--- src/rtl/lsu_mem_ctrl.sv ---
// Load/store unit: one access at a time over a req/ack memory port, with load extension and ack timeout.
// Optional build macro LSU_MISALIGN_TRAP_EN rejects misaligned halfword/word accesses with err.
module lsu_mem_ctrl #(
    parameter int unsigned TIMEOUT = 16
) (
    input  logic        clk,
    input  logic        rst,
    input  logic        req_valid,
    output logic        req_ready,
    input  logic        is_store,
    input  logic [2:0]  funct3,
    input  logic [31:0] addr,
    input  logic [31:0] wdata,
    output logic        resp_valid,
    output logic [31:0] rdata,
    output logic        err,
    output logic        busy,
    output logic        mem_req,
    output logic        mem_we,
    output logic [3:0]  mem_be,
    output logic [31:0] mem_addr,
    output logic [31:0] mem_wdata,
    input  logic        mem_ack,
    input  logic [31:0] mem_rdata
);

    localparam int unsigned CW = (TIMEOUT > 1) ? $clog2(TIMEOUT) : 1;

    typedef enum logic [1:0] {
        IDLE   = 2'd0,
        ACCESS = 2'd1,
        RESP   = 2'd2
    } state_t;

    state_t          state, state_nx;
    logic            st_q;
    logic [2:0]      f3_q;
    logic [1:0]      off_q;
    logic [CW-1:0]   cnt;
    logic            bad_in;
    logic [3:0]      be_in;
    logic [31:0]     wd_in;
    logic            tmo_hit;
    logic [7:0]      lane_b;
    logic [15:0]     lane_h;
    logic [31:0]     load_ext;

    // Width check, lane steering and store replication on the incoming request.
    always_comb begin
        // NOTE: every output of a combinational block gets a default first so no latch is inferred.
        bad_in = 1'b0;
        be_in  = 4'b1111;
        wd_in  = wdata;
        case (funct3)
            3'b000, 3'b001, 3'b010: bad_in = 1'b0;
            3'b100, 3'b101:         bad_in = is_store;
            default:                bad_in = 1'b1;
        endcase
`ifdef LSU_MISALIGN_TRAP_EN
        if (funct3[1:0] == 2'b01 && addr[0])
            bad_in = 1'b1;
        if (funct3 == 3'b010 && addr[1:0] != 2'b00)
            bad_in = 1'b1;
`endif
        case (funct3[1:0])
            2'b00: begin
                be_in = 4'b0001 << addr[1:0];
                wd_in = {4{wdata[7:0]}};
            end
            2'b01: begin
                be_in = addr[1] ? 4'b1100 : 4'b0011;
                wd_in = {2{wdata[15:0]}};
            end
            default: begin
                be_in = 4'b1111;
                wd_in = wdata;
            end
        endcase
    end

    always_comb begin
        lane_b   = mem_rdata[{off_q, 3'b000} +: 8];
        lane_h   = mem_rdata[{off_q[1], 4'b0000} +: 16];
        load_ext = mem_rdata;
        case (f3_q)
            3'b000:  load_ext = {{24{lane_b[7]}}, lane_b};
            3'b001:  load_ext = {{16{lane_h[15]}}, lane_h};
            3'b100:  load_ext = {24'd0, lane_b};
            3'b101:  load_ext = {16'd0, lane_h};
            default: load_ext = mem_rdata;
        endcase
    end

    // TIMEOUT == 0 disables the bound entirely.
    assign tmo_hit = (TIMEOUT != 0) && (cnt == CW'(TIMEOUT - 1));

    always_ff @(posedge clk or posedge rst) begin
        // NOTE: sequential state uses non-blocking assignments only, so all flops update together.
        if (rst)
            state <= IDLE;
        else
            state <= state_nx;
    end

    always_comb begin
        state_nx   = state;
        req_ready  = 1'b0;
        busy       = 1'b1;
        mem_req    = 1'b0;
        mem_we     = 1'b0;
        resp_valid = 1'b0;
        case (state)
            IDLE: begin
                req_ready = ~rst;
                busy      = 1'b0;
                if (req_valid)
                    state_nx = bad_in ? RESP : ACCESS;
            end
            ACCESS: begin
                mem_req = 1'b1;
                mem_we  = st_q;
                if (mem_ack || tmo_hit)
                    state_nx = RESP;
            end
            RESP: begin
                resp_valid = 1'b1;
                state_nx   = IDLE;
            end
            default: begin
                busy     = 1'b0;
                state_nx = IDLE;
            end
        endcase
    end

    // Request capture, memory-bus hold registers and response registers.
    always_ff @(posedge clk or posedge rst) begin
        if (rst) begin
            st_q      <= 1'b0;
            f3_q      <= 3'b000;
            off_q     <= 2'b00;
            cnt       <= '0;
            mem_be    <= 4'b0000;
            mem_addr  <= 32'd0;
            mem_wdata <= 32'd0;
            rdata     <= 32'd0;
            err       <= 1'b0;
        end else begin
            case (state)
                IDLE: begin
                    if (req_valid) begin
                        st_q      <= is_store;
                        f3_q      <= funct3;
                        off_q     <= addr[1:0];
                        cnt       <= '0;
                        mem_be    <= be_in;
                        mem_addr  <= {addr[31:2], 2'b00};
                        mem_wdata <= wd_in;
                        if (bad_in) begin
                            err   <= 1'b1;
                            rdata <= 32'd0;
                        end
                    end
                end
                ACCESS: begin
                    if (mem_ack) begin
                        err   <= 1'b0;
                        rdata <= st_q ? 32'd0 : load_ext;
                    end else if (tmo_hit) begin
                        err   <= 1'b1;
                        rdata <= 32'd0;
                    end else begin
                        cnt <= cnt + 1'b1;
                    end
                end
                default: ;
            endcase
        end
    end

endmodule
--- config.mk ---
export PLATFORM = sky130hd
export DESIGN_NAME = lsu_mem_ctrl
export DESIGN_NICKNAME = d
export VERILOG_FILES = /design/src/rtl/lsu_mem_ctrl.sv
export SDC_FILE = /design/constraint.sdc
export NUM_CORES = 1
export LEC_CHECK = 0
export ABC_AREA = 1
export BUFFER_PORTS_ARGS = -buffer_cell sky130_fd_sc_hd__buf_2
export CAP_MARGIN = 30
export CORE_MARGIN = 1.5
export CORE_UTILIZATION = 30
export CTS_BUF_LIST = sky130_fd_sc_hd__clkbuf_4
export DETAILED_ROUTE_END_ITERATION = 12
export HOLD_SLACK_MARGIN = 0.12
export PLACE_DENSITY = 0.51
export SETUP_SLACK_MARGIN = 0.1
export SLEW_MARGIN = 5
export SYNTH_ARGS = -nofsm -noshare
export SYNTH_HDL_FRONTEND = slang
export SYNTH_SLANG_ARGS = --single-unit
export TNS_END_PERCENT = 20
--- constraint.sdc ---
create_clock -name clk -period 4.8 [get_ports clk]
set_clock_uncertainty 0.1 [all_clocks]
set_input_delay 0.72 -clock clk [delete_from_list [all_inputs] [get_ports clk]]
set_output_delay 0.72 -clock clk [all_outputs]
set_load 0.01 [all_outputs]
==> results.ini <==
[outcome]
run_status = finished, final reports clean

[place]
placed_cell_area_um2 = 6620
io_buffer_count = 207
gp_routability_congestion = 0.795
place_hpwl_um = 12000
dp_cells = 1128

[synth]
synthesis.yosys.warnings = 0
seq_area_frac_synth_pct = 51.5
synth.avg_cell_area_um2 = 7.41
syn_inst = 728
yosys_register_bits = 111
post_synthesis_instance_area_um2 = 5400
synth_cell_type_count = 25

[worst_hold_path]
worstHoldPathType = in -> reg

[final_layout]
net_count_final = 1023
final_cells = 1146
synthToLayoutAreaGrowth_pct = 26.4
layout.filler_cells = 1906
layout_common_cells = sky130_fd_sc_hd__nand2_1, sky130_fd_sc_hd__buf_2, sky130_fd_sc_hd__dfrtp_1
final_common_cell = sky130_fd_sc_hd__nand2_1
fin_area_um2 = 6820
final_layout_size_suffix_gt1_share_pct = 26.4

[floorplan]
width_of_the_die_um = 137
initial_core_utilization_pct = 31.0
std_cell_rows = 48
design.portCount = 210
die_h_um = 137
core_area_um2 = 17400
dieArea_um2 = 18800

[routing]
post_drt_via_cell_ratio = 4.53
route.antenna.remaining_nets = 0
dr_total_vias = 5191
drtIter0Drc = 331
drt-pass1-iter-count = 7
detail_route.drc_violations = 0
drt-wirelength-per-cell_um = 14.5
final_wirelength_um = 16600

[grt]
via_count_of_the_first_global_routing_pass = 4803
grt_antenna_before_repair = 2
gr-total-overflow = 0
globalRouteTotalUtil_pct = 18.0
maximum_number_of_pins_on_one_net_before_global_route_repair = 75
grt_pass1_wl_um = 26000

[timing]
setup_viol_count_final = 0
totalNegativeSetupSlack_ns = 0
unrepaired_setup_endpoints_after_global_routing = no
hold_viol = 0
finalMaxSlewViolations = 0
max_transition_margin_pct = 48.1
final_period_minus_worst_setup_slack_ns = 2.43
final_min_period_over_clock_period_pct = 50.6
timing.fmax_mhz = 411
worst-slew-pin-transition_ns = 0.778

[clock_tree]
tritoncts = built
cts_buffer_depth = 2
buffer_type_at_the_clock_tree_root = sky130_fd_sc_hd__clkbuf_4
post-cts-setup-buffer-count = 0
cts_buffers = 9
clk_transition_reported_paths_ns = 0.19
clock_sink_count = 111
clock_insertion_delay_worst_skew_ns = 0.47
cts_max_level = 3

[setup_path]
cp-startpoint = state[1]
crit_fanout = 9
critical_path.endpoint = mem_we
rrSetupSlack_ns = 2.50
worstPathArrival_ns = 1.61
worstSetupEndpointType = output port
timing.setup.critical_path_class = reg -> out
ff2ff_path_depth = 8
rr_endpoint = rdata[28]
critPathRequiredTime_ns = 3.98
timing.critical_path.from_type = flip-flop
reg2reg_from = state[1]

[power]
power_leakage_uw = 0.00387
power_per_cell_area_nw_per_um2 = 574
vdd_ir_drop_max_v = 0.000218

[flow_run]
maxCapViolCount = 0

## cell type report
cell class,instances,area [µm²],area share (%)
Inverter,44,168,2.46
Antenna cell,1,2.50,0.0367
Tap cell,225,282,4.13
Timing Repair Buffer,213,1120,16.4
Sequential cell,111,2780,40.7
Clock inverter,7,126,1.85
Multi-Input combinational cell,536,2280,33.5
Clock buffer,9,67.6,0.990
## power by group
group	internal, µW	total (µW)	switching [µW]
Combinational	626	1770	1140
Sequential	1290	1530	238
Clock	271	617	347
## Yosys cell counts, drive strengths merged
library cell  number  area [µm²]
nand2            321        1210
a31oi              8        50.1
ha                 4        50.1
a21oi             19        95.1
inv               44         165
or2                1        6.26
o21bai             1        7.51
nand3             17         110
nand3b             1        7.51
xor2               1        8.76
o211ai             1        7.51
conb               1        3.75
o21ai             85         425
buf               18         103
dfrtp            111        2780
nor2              75         289
clkbuf            20        75.1
## cell families (layout without fill, tap and decap cells)
kind of cell               after synthesis  after routing  synth area share, %
AOI/OAI and AO/OA                      114            114                 10.9
xor gates and xnor gates                 1              1                0.162
adders and majority gates                4              4                0.927
buffers and inverters                   82            273                 6.35
DFF                                    111            111                 51.5
other                                    1              3               0.0695
and+or+nand+nor                        415            415                 30.2
## how the worst min path moves through the flow
stage	start	endpoint	depth (start not counted)
5_1_grt	addr[13]	mem_addr[13]	3
3_3_place_gp	mem_addr[19]	mem_addr[19]	2
4_1_cts	addr[13]	mem_addr[13]	3
3_5_place_dp	mem_addr[18]	mem_addr[18]	2
6_report	addr[7]	mem_addr[7]	3
2_1_floorplan	cnt[1]	cnt[1]	2
## worst max-delay path, stage by stage (launching register included)
cell                      delay (ns)
sky130_fd_sc_hd__dfrtp_1        0.41
sky130_fd_sc_hd__inv_1          0.10
sky130_fd_sc_hd__ha_1           0.36
sky130_fd_sc_hd__nand2_1        0.09
sky130_fd_sc_hd__inv_1          0.05
sky130_fd_sc_hd__buf_2          0.12
## stage by stage
stage	hold slack [ns]	worst slack, ns	util (%)	power [µW]
floorplan	0.375	1.05	-	2640
global placement	0.360	1.78	37.7	3310
detailed placement	0.359	2.07	38.0	3340
CTS	0.263	2.30	39.2	3970
global route	0.271	2.13	39.2	4260
finish	0.308	2.37	39.2	3920
## sequential cells by signal, indices dropped and copies added (netlist names)
signal,cells
cnt,4
err,1
f3_q,3
mem_addr,30
mem_be,4
mem_wdata,32
off_q,2
rdata,32
st_q,1
state,2
## per-layer routing
metal	vias up	global-route usage, %	share of wire (%)
li1	2637	-	-
met1	2354	24.7	46
met2	184	27.4	44
met3	14	4.93	8.1
met4	2	5.44	1.2
met5	-	0	0.060
## repair_timing
item                                   CTS  global route
hold buffers                             1             0
resized for setup                        0             0
endpoints found under the hold margin   27             0
Note: power is estimated with default switching activity, not from simulation.
